## src/rtl/deferred_report_pkg.sv

```systemverilog
// Shared types and defaults for the deferred report scheduler and its arbiter.
package deferred_report_pkg;

  typedef enum logic {IDLE, DRAIN} drs_state_e;

  typedef struct packed {
    logic vld;
    logic fail;
  } slot_t;

  localparam int DEF_N_REQ = 4;
  localparam int DEF_CNT_W = 16;

endpackage

```

## src/rtl/deferred_report_scheduler_if.sv

```systemverilog
// Checker-side inputs and the shared report channel of the deferred report scheduler.
interface deferred_report_scheduler_if #(
  parameter int N_REQ = 4
) ();
  localparam int IW = $clog2(N_REQ);

  logic [N_REQ-1:0] chk_valid;
  logic [N_REQ-1:0] chk_fail;
  logic [N_REQ-1:0] flush;
  logic             commit;
  logic             rpt_valid;
  logic             rpt_ready;
  logic [IW-1:0]    rpt_idx;
  logic             rpt_fail;

  modport master (
    output chk_valid, chk_fail, flush, commit, rpt_ready,
    input  rpt_valid, rpt_idx, rpt_fail
  );

  modport slave (
    input  chk_valid, chk_fail, flush, commit, rpt_ready,
    output rpt_valid, rpt_idx, rpt_fail
  );
endinterface

```

## src/rtl/deferred_report_scheduler_rr_arbiter.sv

```systemverilog
// Combinational round-robin arbiter: first requester at or after ptr (cyclically) wins.
module rr_arbiter #(
  parameter  int N  = 4,
  localparam int IW = $clog2(N)
) (
  input  logic [N-1:0]  req,
  input  logic [IW-1:0] ptr,
  output logic [N-1:0]  gnt,
  output logic [IW-1:0] gnt_idx
);

  logic [IW-1:0] cand_idx [N];

  genvar gi;
  generate
    for (gi = 0; gi < N; gi++) begin : g_cand
      assign cand_idx[gi] = IW'((int'(ptr) + gi) % N);
    end
  endgenerate

  // Scan from the farthest offset down so the closest requester overwrites last.
  always_comb begin
    gnt     = '0;
    gnt_idx = '0;
    for (int k = N - 1; k >= 0; k--) begin
      if (req[cand_idx[k]]) begin
        gnt              = '0;
        gnt[cand_idx[k]] = 1'b1;
        gnt_idx          = cand_idx[k];
      end
    end
  end

endmodule

```

## src/rtl/deferred_report_scheduler.sv

```systemverilog
// Holds pending/mature checker results, drains matured ones round-robin to one reporter,
// and keeps saturating pass/fail statistics.
module deferred_report_scheduler
  import deferred_report_pkg::*;
#(
  parameter  int N_REQ = DEF_N_REQ,
  parameter  int CNT_W = DEF_CNT_W,
  localparam int IW    = $clog2(N_REQ)
) (
  input  logic                         clk,
  input  logic                         rst,
  deferred_report_scheduler_if.slave   bus,
  output logic                         busy,
  output logic [CNT_W-1:0]             pass_cnt,
  output logic [CNT_W-1:0]             fail_cnt,
  output logic                         overwrite
);

  slot_t [N_REQ-1:0] pend_q, pend_d, pend_fl, mature_q, mature_d, arb_src;
  drs_state_e        state_q, state_d;
  logic              commit_q, commit_d;
  logic              rpt_valid_q, rpt_valid_d, rpt_fail_q, rpt_fail_d;
  logic [IW-1:0]     rpt_idx_q, rpt_idx_d, ptr_q, ptr_d, next_ptr, arb_ptr, arb_idx;
  logic [CNT_W-1:0]  pass_cnt_q, pass_cnt_d, fail_cnt_q, fail_cnt_d;
  logic              overwrite_q, overwrite_d;
  logic [N_REQ-1:0]  arb_req, arb_gnt;
  logic              accept, eff_commit, any_pend, take;

  rr_arbiter #(.N(N_REQ)) u_arb (
    .req     (arb_req),
    .ptr     (arb_ptr),
    .gnt     (arb_gnt),
    .gnt_idx (arb_idx)
  );

  always_comb begin
    accept     = rpt_valid_q & bus.rpt_ready;
    eff_commit = bus.commit | commit_q;
    any_pend   = 1'b0;
    for (int i = 0; i < N_REQ; i++) begin
      pend_fl[i] = bus.flush[i] ? '0 : pend_q[i];
      any_pend   = any_pend | pend_fl[i].vld;
    end
    take     = (state_q == IDLE) && eff_commit && any_pend;
    next_ptr = (rpt_idx_q == IW'(N_REQ - 1)) ? '0 : rpt_idx_q + IW'(1);

    mature_d = mature_q;
    if (take) begin
      mature_d = pend_fl;
    end else if (accept) begin
      mature_d[rpt_idx_q].vld = 1'b0;
    end

    // Loads landing in the cycle a slot matures are fresh results, not overwrites.
    overwrite_d = overwrite_q;
    for (int i = 0; i < N_REQ; i++) begin
      pend_d[i] = take ? '0 : pend_fl[i];
      if (bus.chk_valid[i]) begin
        if (pend_d[i].vld) overwrite_d = 1'b1;
        pend_d[i].vld  = 1'b1;
        pend_d[i].fail = bus.chk_fail[i];
      end
    end

    arb_src = take ? pend_fl : mature_d;
    arb_ptr = accept ? next_ptr : ptr_q;
    for (int i = 0; i < N_REQ; i++) arb_req[i] = arb_src[i].vld;

    state_d     = state_q;
    commit_d    = commit_q;
    rpt_valid_d = rpt_valid_q;
    rpt_idx_d   = rpt_idx_q;
    rpt_fail_d  = rpt_fail_q;
    ptr_d       = ptr_q;
    pass_cnt_d  = pass_cnt_q;
    fail_cnt_d  = fail_cnt_q;

    case (state_q)
      IDLE: begin
        if (eff_commit) commit_d = 1'b0;
        if (take) begin
          state_d     = DRAIN;
          rpt_valid_d = 1'b1;
          rpt_idx_d   = arb_idx;
          rpt_fail_d  = arb_src[arb_idx].fail;
        end
      end
      DRAIN: begin
        if (bus.commit) commit_d = 1'b1;
        if (accept) begin
          ptr_d = next_ptr;
          if (rpt_fail_q) begin
            if (fail_cnt_q != '1) fail_cnt_d = fail_cnt_q + CNT_W'(1);
          end else begin
            if (pass_cnt_q != '1) pass_cnt_d = pass_cnt_q + CNT_W'(1);
          end
          if (|arb_gnt) begin
            rpt_idx_d  = arb_idx;
            rpt_fail_d = arb_src[arb_idx].fail;
          end else begin
            rpt_valid_d = 1'b0;
            state_d     = IDLE;
          end
        end
      end
      default: state_d = IDLE;
    endcase
  end

  always_ff @(posedge clk) begin
    if (rst) begin
      state_q     <= IDLE;
      pend_q      <= '0;
      mature_q    <= '0;
      commit_q    <= 1'b0;
      rpt_valid_q <= 1'b0;
      rpt_idx_q   <= '0;
      rpt_fail_q  <= 1'b0;
      ptr_q       <= '0;
      pass_cnt_q  <= '0;
      fail_cnt_q  <= '0;
      overwrite_q <= 1'b0;
    end else begin
      state_q     <= state_d;
      pend_q      <= pend_d;
      mature_q    <= mature_d;
      commit_q    <= commit_d;
      rpt_valid_q <= rpt_valid_d;
      rpt_idx_q   <= rpt_idx_d;
      rpt_fail_q  <= rpt_fail_d;
      ptr_q       <= ptr_d;
      pass_cnt_q  <= pass_cnt_d;
      fail_cnt_q  <= fail_cnt_d;
      overwrite_q <= overwrite_d;
    end
  end

  assign bus.rpt_valid = rpt_valid_q;
  assign bus.rpt_idx   = rpt_idx_q;
  assign bus.rpt_fail  = rpt_fail_q;
  assign busy          = (state_q == DRAIN);
  assign pass_cnt      = pass_cnt_q;
  assign fail_cnt      = fail_cnt_q;
  assign overwrite     = overwrite_q;

endmodule

```

## src/flat_wrapper.sv

```systemverilog
// flat-port wrapper written by rule: the top's interface ports become plain ports
module deferred_report_scheduler_flat import deferred_report_pkg::*;
#(
  parameter  int N_REQ = DEF_N_REQ,
  parameter  int CNT_W = DEF_CNT_W,
  localparam int IW    = $clog2(N_REQ)
)
  (clk, rst, busy, pass_cnt, fail_cnt, overwrite, bus_chk_valid, bus_chk_fail, bus_flush, bus_commit, bus_rpt_ready, bus_rpt_valid, bus_rpt_idx, bus_rpt_fail);
  deferred_report_scheduler_if #(.N_REQ(N_REQ)) bus_i ();
  input  logic clk;
  input  logic rst;
  output logic busy;
  output logic [CNT_W-1:0] pass_cnt;
  output logic [CNT_W-1:0] fail_cnt;
  output logic overwrite;
  input wire logic [$bits(bus_i.chk_valid)-1:0] bus_chk_valid;
  input wire logic [$bits(bus_i.chk_fail)-1:0] bus_chk_fail;
  input wire logic [$bits(bus_i.flush)-1:0] bus_flush;
  input wire logic [$bits(bus_i.commit)-1:0] bus_commit;
  input wire logic [$bits(bus_i.rpt_ready)-1:0] bus_rpt_ready;
  output wire logic [$bits(bus_i.rpt_valid)-1:0] bus_rpt_valid;
  output wire logic [$bits(bus_i.rpt_idx)-1:0] bus_rpt_idx;
  output wire logic [$bits(bus_i.rpt_fail)-1:0] bus_rpt_fail;
  assign bus_i.chk_valid = bus_chk_valid;
  assign bus_i.chk_fail = bus_chk_fail;
  assign bus_i.flush = bus_flush;
  assign bus_i.commit = bus_commit;
  assign bus_i.rpt_ready = bus_rpt_ready;
  assign bus_rpt_valid = bus_i.rpt_valid;
  assign bus_rpt_idx = bus_i.rpt_idx;
  assign bus_rpt_fail = bus_i.rpt_fail;
  deferred_report_scheduler #(.N_REQ(N_REQ), .CNT_W(CNT_W)) u_core (.clk(clk), .rst(rst), .bus(bus_i), .busy(busy), .pass_cnt(pass_cnt), .fail_cnt(fail_cnt), .overwrite(overwrite));
endmodule
```

## config.mk

```make
export PLATFORM = sky130hd
export DESIGN_NAME = deferred_report_scheduler_flat
export DESIGN_NICKNAME = d
export VERILOG_FILES = /design/src/rtl/deferred_report_pkg.sv /design/src/rtl/deferred_report_scheduler_if.sv /design/src/rtl/deferred_report_scheduler_rr_arbiter.sv /design/src/rtl/deferred_report_scheduler.sv /design/src/flat_wrapper.sv
export SDC_FILE = /design/constraint.sdc
export NUM_CORES = 1
export LEC_CHECK = 0
export ABC_AREA = 0
export CORE_ASPECT_RATIO = 1.25
export CORE_UTILIZATION = 66
export CTS_BUF_LIST = sky130_fd_sc_hd__clkbuf_8
export DETAILED_ROUTE_END_ITERATION = 16
export DONT_BUFFER_PORTS = 1
export GPL_TIMING_DRIVEN = 0
export PLACE_DENSITY = 0.89
export SLEW_MARGIN = 20
export SYNTH_ARGS = -nofsm -noshare
export SYNTH_HDL_FRONTEND = slang
export SYNTH_SLANG_ARGS = --single-unit
```

## constraint.sdc

```tcl
create_clock -name clk -period 4.25 [get_ports clk]
set_clock_uncertainty 0.2 [all_clocks]
set_input_delay 0.85 -clock clk [delete_from_list [all_inputs] [get_ports clk]]
set_output_delay 0.85 -clock clk [all_outputs]
set_load 0.005 [all_outputs]
```

Word-level counts from Yosys, hierarchy flattened
Cells that the tools add are included.
{"block": "word_totals", "elab_cells": 144, "out_inout_bits": 38, "reg_bits": 57, "in_bits": 16}
{"block": "op_classes", "bitwise_logic": 7, "order_cmp": 11, "n_mux": 73, "addsub": 6, "n_eq_ne": 9, "n_reduce_logical": 13}
{"op": "two-way mux 2 bit", "count": 22}
{"op": "adder 16 x 1 -> 16 bit, second input constant", "count": 2}
{"op": "!= test 16 bit, second input constant", "count": 2}
{"op": "two-way mux 1 bit", "count": 28}
{"op": "two-way mux 8 bit", "count": 3}
{"op": "< comparator 2 x 3 -> 1 bit, second input constant", "count": 6}
{"op": "two-way mux 4 bit", "count": 4}
{"op": "greater-or-equal comparator 2 x 1 -> 1 bit, second input constant", "count": 5}
{"op": "binary-select mux 1 bit (select 2 bit)", "count": 4}
{"op": "bitwise mux 8 bit", "count": 1}
{"op": "demux 1 bit (select 2 bit)", "count": 4}
{"op": "!= test 2 bit, second input constant", "count": 4}
{"op": "one-hot mux 1 bit (2 select lines)", "count": 4}
{"op": "AND reduction 4 bit", "count": 2}
{"op": "logical AND 1 bit", "count": 7}
{"op": "AND reduction 3 bit", "count": 2}
{"op": "adder 2 x 1 -> 2 bit, second input constant", "count": 2}
{"op": "adder 2 bit, second input constant", "count": 2}
{"op": "binary-select mux 2 bit (select 2 bit)", "count": 1}
{"op": "demux 2 bit (select 2 bit)", "count": 1}
{"op": "!= test 2 x 1 -> 1 bit, second input constant", "count": 2}
{"op": "OR 1 bit", "count": 4}
{"op": "one-hot mux 2 bit (2 select lines)", "count": 1}
{"op": "OR reduction 4 bit", "count": 1}
{"op": "4 further kinds", "count": 5}

Longest topological paths before layout
Gate-level depths: netlist (run 1).
{"block": "logic_depth", "word_depth": 19, "depth_mapped": 12, "mapped_depth_nobuf": 11}

By module
A second synthesis (run 1) with hierarchy kept.
{"block": "unflattened", "hier_cells": 386, "hier_area_um2": 3300.7}
{"mod": "deferred_report_scheduler", "instances": 1, "area_each_um2": 2808.9, "seq_area_each_um2": 1141.1, "cells_each": 320}
{"mod": "rr_arbiter", "instances": 1, "area_each_um2": 491.7, "seq_area_each_um2": 0.0, "cells_each": 66}

Least setup slack after synthesis (run 1)
OpenSTA, ideal clock, no wires.
{"block": "synth_path", "kind": "input -> register", "startpoint": "input bus_rpt_ready", "endpoint": "register u_core.rpt_idx_q[1], in the netlist u_core.bus.rpt_idx[1]", "path_stages": 10, "slack_ns": 0.599, "required_time_ns": 3.985, "n_path_buf": 0, "arrival_time_ns": 3.386, "path_cell_list": "and2_1 mux2i_1 inv_1 ha_1 or4_1 o221ai_1 o221ai_1 o41a_1 mux2_1 nor2_1"}
{"block": "synth_via", "elab_chain_cells": 14}
{"element": "start, declared", "line": "flat_wrapper.sv:20", "text": "input wire logic [$bits(bus_i.rpt_ready)-1:0] bus_rpt_ready;"}
{"element": "AND 1 bit (*)", "line": "deferred_report_scheduler.sv:37", "text": "accept = rpt_valid_q & bus.rpt_ready;"}
{"element": "two-way mux 2 bit (*)", "line": "deferred_report_scheduler.sv:66", "text": "arb_ptr = accept ? next_ptr : ptr_q;"}
{"element": "net u_core.arb_ptr[1]", "line": "deferred_report_scheduler.sv:23", "text": "logic [IW-1:0] rpt_idx_q, rpt_idx_d, ptr_q, ptr_d, next_ptr, arb_ptr, arb_idx;"}
{"element": "adder 2 bit", "line": "deferred_report_scheduler_rr_arbiter.sv:17", "text": "assign cand_idx[gi] = IW'((int'(ptr) + gi) % N);"}
{"element": "< comparator 2 x 3 -> 1 bit (not written as such) / greater-or-equal comparator 2 x 1 -> 1 bit (equally long branches)", "line": "deferred_report_scheduler_rr_arbiter.sv:28", "text": "gnt[cand_idx[k]] = 1'b1;"}
{"element": "logical AND 1 bit (not written as such)", "line": "deferred_report_scheduler_rr_arbiter.sv:28"}
{"element": "two-way mux 1 bit (not written as such)", "line": "deferred_report_scheduler_rr_arbiter.sv:28"}
{"element": "demux 1 bit (select 2 bit)", "line": "deferred_report_scheduler_rr_arbiter.sv:28"}
{"element": "two-way mux 4 bit (4 in a row)", "line": "deferred_report_scheduler_rr_arbiter.sv:26", "text": "if (req[cand_idx[k]]) begin"}
{"element": "OR reduction 4 bit", "line": "deferred_report_scheduler.sv:97", "text": "if (|arb_gnt) begin"}
{"element": "!= test 2 bit (no source line)"}
{"element": "AND reduction 3 bit (no source line)"}
{"element": "end signal, assigned", "line": "deferred_report_scheduler.sv:129", "text": "rpt_idx_q <= rpt_idx_d;"}
{"element": "end, declared", "line": "deferred_report_scheduler.sv:23"}
The timed path passes the listed nets; every way through them passes the cells marked *. The select of a mux whose other input is x is not followed.
A chain may end at the register's enable or synchronous reset.

Worst setup path in the final report (run 1)
{"block": "layout_path", "startpoint": "register u_core.rpt_idx_q[0], in the netlist u_core.bus.rpt_idx[0]", "endpoint": "register u_core.rpt_fail_q, in the netlist u_core.bus.rpt_fail"}
{"element": "adder 2 x 1 -> 2 bit / equality test 2 bit (equally long branches)", "line": "deferred_report_scheduler.sv:45", "text": "next_ptr = (rpt_idx_q == IW'(N_REQ - 1)) ? '0 : rpt_idx_q + IW'(1);"}
{"element": "two-way mux 2 bit (*)", "line": "deferred_report_scheduler.sv:45"}
{"element": "two-way mux 2 bit (*)", "line": "deferred_report_scheduler.sv:66"}
{"element": "net u_core.arb_ptr[1]", "line": "deferred_report_scheduler.sv:23"}
{"element": "adder 2 bit", "line": "deferred_report_scheduler_rr_arbiter.sv:17"}
{"element": "< comparator 2 x 3 -> 1 bit (not written as such), or another cell as far along", "line": "deferred_report_scheduler_rr_arbiter.sv:28"}
{"element": "logical AND 1 bit (not written as such) / two-way mux 1 bit (equally long branches)", "line": "deferred_report_scheduler_rr_arbiter.sv:28, deferred_report_scheduler_rr_arbiter.sv:26"}
{"element": "two-way mux 1 bit (not written as such) / two-way mux 2 bit (equally long branches)", "line": "deferred_report_scheduler_rr_arbiter.sv:28, deferred_report_scheduler_rr_arbiter.sv:26"}
{"element": "demux 1 bit (select 2 bit) / two-way mux 2 bit (equally long branches)", "line": "deferred_report_scheduler_rr_arbiter.sv:28, deferred_report_scheduler_rr_arbiter.sv:26"}
{"element": "two-way mux 4 bit / two-way mux 2 bit (equally long branches) (2 in a row)", "line": "deferred_report_scheduler_rr_arbiter.sv:26"}
{"element": "two-way mux 4 bit / binary-select mux 2 bit (select 2 bit) (equally long branches)", "line": "deferred_report_scheduler_rr_arbiter.sv:26, deferred_report_scheduler.sv:85, deferred_report_scheduler.sv:99"}
{"element": "two-way mux 4 bit / two-way mux 1 bit (equally long branches)", "line": "deferred_report_scheduler_rr_arbiter.sv:26, deferred_report_scheduler.sv:85, deferred_report_scheduler.sv:99"}
{"element": "OR reduction 4 bit / two-way mux 1 bit (equally long branches)", "line": "deferred_report_scheduler.sv:97"}
{"element": "!= test 2 bit (no source line) / two-way mux 1 bit (equally long branches)"}
{"element": "AND reduction 3 bit (no source line) / one-hot mux 1 bit (2 select lines) (equally long branches)"}
{"element": "end signal, assigned", "line": "deferred_report_scheduler.sv:130", "text": "rpt_fail_q <= rpt_fail_d;"}
{"element": "end, declared", "line": "deferred_report_scheduler.sv:22", "text": "logic rpt_valid_q, rpt_valid_d, rpt_fail_q, rpt_fail_d;"}
Marked as above.

==> reports/metrics.yaml, run 1 <==
status: "completed"
core_area_um2: 4390
rsz0062_at_grt: "no"
cp-end-kind: "flop"
drive_gt1_frac: 0.0708
synth_top_cell_by_area: "dfxtp_1"
wl_met2_um: 3710
report.final.slew_viol_count: 0
placed_cell_area_um2: 3060
setup_violations: 0
cts_resized: 0
start_util: 0.681
seq_area_frac_synth: 0.382
cp.arrival_ps: 4020
peakVddDrop_mv: 0.267
cellPowerDensity_nw_per_um2: 359
io_pins: 54
hold_class: "reg2reg"
min_period_over_period: 0.945
areaGrowthSynthToFinish_pct: 8.87
path_class: "reg2reg"
synth_edf_count: 0
syn_nets: 381
overflow: 0
die_width_um: 62.2
grt_antenna_before_repair: 0
htree_levels: 3
synth.distinct_cells: 54
multiInputGateArea_um2: 1780
final_nets: 392
synth_ff_type: "dfxtp_1"
avgSynthCellArea_um2: 8.52
synth_top_cell_area_share: 0.382
critPathLaunchType: "flop"
io_buffers: 0
synth_cells: 351
grt_pass1_wl_um: 11600
crit_required_ps: 4250
register_area_um2: 1140
die-area_um2: 4810
firstDrtPassIters: 5
cts_max_path_buffers: 2
top_layer_used: "met4"
drt_iter0_markers: 192
worst_slew_pin_slew_ps: 1040
via_per_inst: 6.21
cp_cell_sequence: "inv_1 > ha_1 > mux2i_1 > inv_1 > ha_1 > buf_1 > mux4_2 > and4_4 > nor4_4 > mux2i_1 > a211oi_1"
final_antenna_net_count: 0
cp-startpoint: "u_core.bus.rpt_idx[0]"
relSlewSlack: 0.296
period_minus_slack_ps: 4020
yosys_warnings: 0
synthArstFlopShare: 0
tns_ps: 0
cts_tree: "yes"
gp_congestion: 0.950
diodes: 0
grt_max_degree: 12
placementRows: 27
r2r-start: "u_core.bus.rpt_idx[0]"
postCtsSetupBuffers: 0
final-hold-violation-count: 0
wl_met1_um: 2780
clock_tree.root_cell: "clkbuf_8"
ys_ff_latch: 57
first_global_vias: 2596
cts_inserted_buffers: 9
synth_common_cells: "nor2_1 (66), dfxtp_1 (57), nand2_1 (24)"
clk_latency_ps: 340
vias: 2639
final_core_util: 0.741
post-synth-top-count-cell: "nor2_1"
hpwl_um: 4980
rrSetupSlack_ps: 230
fin_area_um2: 3260
worst-path-max-fanout: 9
met3_length_um: 370
postCtsHoldBufs: 0
ys_top_cells_by_area: "dfxtp_1 (38%), nor2_1 (8.3%), ha_1 (5.9%)"
clkTransAtPathRegs_ps: 70
slowest_delay_ps: 510
power.leakage_nw: 1.23
fillers: 337
clock_sinks: 57
track_usage: 0.307
drv_cap: 0
hold_ws_ps: 293
route.detailed.drc: 0
totalWireLength_um: 7020
fp.dieH_um: 77.3
syn_area_um2: 2990
crit_slowest_cell: "dfxtp_1"
min_from: "u_core.mature_q[6]"
wl_per_cell_um: 16.5
max_freq_mhz: 249
total_power_mw: 1.17
## state kept, by name, summed over array words and instances (netlist names)
signal	flops
u_core.bus.rpt_fail	1
u_core.bus.rpt_idx	2
u_core.bus.rpt_valid	1
u_core.busy	1
u_core.commit_q	1
u_core.fail_cnt	16
u_core.mature_q	8
u_core.overwrite	1
u_core.pass_cnt	16
u_core.pend_q	8
u_core.ptr_q	2
## power by group
group,total (mW),switching [mW],internal (mW)
logic,0.131,0.0786,0.0526
clock network,0.480,0.209,0.271
registers,0.557,0.0113,0.546
total,1.17,0.299,0.870
## layer usage
layer  GRT usage  vias to the layer above
li1            -                     1266
met1       0.323                     1275
met2       0.556                       86
met3      0.0789                       12
met4       0.163                        0
met5           0                        -
## logic make-up (layout without fill, tap and decap cells)
| group | count (synthesis) | count (layout) | synth area share |
|---|---|---|---|
| buf+inv | 16 | 32 | 0.0243 |
| compound gates | 70 | 70 | 0.158 |
| fa+ha+maj | 14 | 14 | 0.0586 |
| mux | 12 | 12 | 0.0448 |
| flops | 57 | 57 | 0.382 |
| simple gates | 157 | 157 | 0.259 |
| xor+xnor | 25 | 25 | 0.0732 |
## stage by stage
stage,setup WS [ps],instances
finish,233,425
global placement,253,409
global route,78.4,425
detailed placement,134,409
floorplan,599,351
CTS,318,425
## final timing paths
kind,to,depth (start not counted)
worst max-delay path,u_core.bus.rpt_fail,11
worst min-delay path,u_core.mature_q[6],2
worst max register to register,u_core.bus.rpt_fail,11
worst min register to register,u_core.mature_q[6],2
## worst max-delay path: cells and delay by family (launching register included)
family                     cells  cell delay, ps
DFF                            1             510
buffers and inverters          3             710
AOI/OAI and AO/OA              1             100
adders and majority gates      2             670
and+or+nand+nor                2             530
muxes                          3            1150
## final cells by class
class | instances | share of cell area
Multi-Input combinational cell | 278 | 0.546
Buffer | 10 | 0.0154
Clock buffer | 13 | 0.0550
Sequential cell | 57 | 0.350
Tap cell | 58 | 0.0223
Inverter | 6 | 0.00692
Clock inverter | 3 | 0.00423
## cells in the final DEF, fill, tap and decap left out, drive strengths merged, types with 2 or more instances in the layout
master  count
and3        4
dfxtp      57
mux2i      10
o31ai       3
a211oi      2
clkbuf     19
inv         7
nand2b     11
o22ai       2
o211ai      2
clkinv      2
and2b       3
nand4       6
and4        4
xor2       18
a22oi      10
a21oi      20
xnor2       7
o221ai      3
nand3      16
ha         14
o21ai      14
and2        4
a31oi       4
nor3        5
buf         4
nand2      24
nor2       66
or3         6
nor4        2
nor2b       2
Note: power is estimated with default switching activity, not from simulation.
==> run 2, diff against run 1 <==
--- a/config.mk
+++ b/config.mk
@@ -9,10 +9,12 @@
 export CORE_ASPECT_RATIO = 1.25
 export CORE_UTILIZATION = 66
 export CTS_BUF_LIST = sky130_fd_sc_hd__clkbuf_8
+export CTS_CLUSTER_DIAMETER = 50
 export DETAILED_ROUTE_END_ITERATION = 16
 export DONT_BUFFER_PORTS = 1
 export GPL_TIMING_DRIVEN = 0
 export PLACE_DENSITY = 0.89
+export REMOVE_ABC_BUFFERS = 1
 export SLEW_MARGIN = 20
 export SYNTH_ARGS = -nofsm -noshare
 export SYNTH_HDL_FRONTEND = slang
==> run 2 against run 1 <==
Effect of this change:
- non-clock buffer count decreased by 8
- total power decreased by 6.3%
- maximum frequency increased by 1.2%
- routed wire length decreased by 4.1%
- critical path depth unchanged
- critical path type unchanged
- critical endpoint is now u_core.bus.rpt_idx[1]
- highest routed layer unchanged
==> reports/metrics.yaml, run 2 (synthesis gave the netlist of run 1 again) <==
setup_violations: 0  # unchanged
overflow: 0  # unchanged
min_period_over_period: 0.934  # -0.0110
report.final.slew_viol_count: 0  # unchanged
clock_tree.root_cell: "clkbuf_8"
io_pins: 54  # unchanged
fp.dieH_um: 77.3  # unchanged
r2r_end: "u_core.bus.rpt_idx[1]"
total_power_mw: 1.09  # -6.3%
reg2reg_depth: 11  # unchanged
cp_cell_sequence: "inv_1 > ha_1 > mux2i_1 > inv_1 > ha_1 > or4_1 > o221ai_1 > o221ai_1 > o41a_1 > mux2_1 > nor2_1"
final_antenna_net_count: 0  # unchanged
crit_cells: 11  # unchanged
endpoint: "u_core.bus.rpt_idx[1]"
met3_usage: 0.0997  # +0.0208
die-area_um2: 4810  # unchanged
areaGrowthSynthToFinish_pct: 6.78
cp_num_buf_inv: 2  # -1
track_usage: 0.294  # -0.0134
drt_iter0_markers: 200  # +4.2%
gp_congestion: 0.900  # -5.2%
drv_cap: 0  # unchanged
hpwl_um: 4610  # -7.5%
firstDrtPassIters: 5  # unchanged
htree_levels: 3  # unchanged
path_delay_family: "multiplexers"
met2_usage: 0.512  # -0.0440
cts_max_path_buffers: 2  # unchanged
power.leakage_nw: 1.20  # -2.4%
path_class: "reg2reg"
io_buffers: 0  # unchanged
grt_util_met1: 0.317  # -0.00597
grt_max_degree: 58  # +46
cp-startpoint: "u_core.bus.rpt_idx[0]"
vias: 2542  # -3.7%
status: "completed"
postCtsHoldBufs: 0  # unchanged
crit_slowest_cell: "or4_1"
peakVddDrop_mv: 0.291  # +8.7%
worst-path-max-fanout: 8  # -1
wl_per_cell_um: 16.2  # -2.2%
grt_pass1_wl_um: 11100  # -4.7%
cp-end-kind: "flop"
final_core_util: 0.727  # -0.0142
r2r-start: "u_core.bus.rpt_idx[0]"
cellPowerDensity_nw_per_um2: 343  # -4.5%
worst_slew_pin_slew_ps: 980  # -61.6 ps
cts_tree: "yes"
tns_ps: 0  # unchanged
rrSetupSlack_ps: 280  # +50 ps
slowest_delay_ps: 580  # +70 ps
diodes: 0  # unchanged
start_util: 0.681  # unchanged
postCtsSetupBuffers: 0  # unchanged
totalWireLength_um: 6740  # -4.1%
final-hold-violation-count: 0  # unchanged
placementRows: 27  # unchanged
grt_antenna_before_repair: 0  # unchanged
critPathLaunchType: "flop"
route.detailed.drc: 0  # unchanged
period_minus_slack_ps: 3970  # -46.8 ps
clkTransAtPathRegs_ps: 60  # about the same
first_global_vias: 2492  # -4.0%
cts_resized: 0  # unchanged
max_freq_mhz: 252  # +1.2%
hold_class: "reg2reg"
drive_gt1_frac: 0.0752  # +0.00436
clk_latency_ps: 340  # about the same
cts_inserted_buffers: 9  # unchanged
cp.arrival_ps: 4050  # +30 ps
via_per_inst: 6.10  # -1.8%
clock_sinks: 57  # unchanged
relSlewSlack: 0.343  # +0.0462
worstHoldPathCells: 2  # unchanged
final_nets: 384  # -2.0%
layout_common_cells: "nor2_1 (66), dfxtp_1 (57), nand2_1 (24)"
core_area_um2: 4390  # unchanged
crit_required_ps: 4330  # +80 ps
layout_commonest_cell: "nor2_1"
die_width_um: 62.2  # unchanged
grt-busiest-layer: "met2"
rsz0062_at_grt: "no"
run 2: per-layer routing:
layer  routed length [um]  vias to the layer above
met2                 3530                       83
li1                     -                     1244
met3                  397                       15
met5                    0                        -
met4                  157                        0
met1                 2660                     1200
run 2: cell type report:
cell class | instances | area, um2
Multi-Input combinational cell | 278 | 1780
Fill cell | 351 | 1200
Sequential cell | 57 | 1140
Clock buffer | 9 | 124
Tap cell | 58 | 72.6
Clock inverter | 7 | 38.8
Inverter | 6 | 22.5
Timing Repair Buffer | 2 | 10.0
run 2: worst min-delay path by stage:
stage / end / start / slack [ps]
after CTS: u_core.mature_q[6] / u_core.mature_q[6] / 290
after global routing: u_core.mature_q[6] / u_core.mature_q[6] / 310
final: u_core.mature_q[6] / u_core.mature_q[6] / 280
after global placement: u_core.mature_q[6] / u_core.mature_q[6] / 260
after floorplan: u_core.mature_q[4] / u_core.mature_q[4] / 250
after detailed placement: u_core.mature_q[6] / u_core.mature_q[6] / 270
run 2: power by group:
part	total (mW)	internal, mW	switching [mW]
sequential	0.557	0.546	0.0111
clock	0.420	0.204	0.216
combinational	0.117	0.0500	0.0674
run 2: metrics by stage:
stage,cell area [um2],std cells,hold WS (ps),setup slack (ps)
2_1_floorplan,2940,341,245,600
3_3_place_gp,3010,399,258,50.8
3_5_place_dp,3030,401,273,98.8
4_1_cts,3190,417,285,288
5_1_grt,3190,417,309,112
6_report,3190,417,277,280
run 2: worst register-to-register path: stages, from the launching register on:
cell      delay (ps)
dfxtp_1          480
inv_1            100
ha_1             320
mux2i_1          510
inv_1            320
ha_1             270
or4_1            580
o221ai_1         110
o221ai_1         190
o41a_1           420
mux2_1           330
nor2_1            80
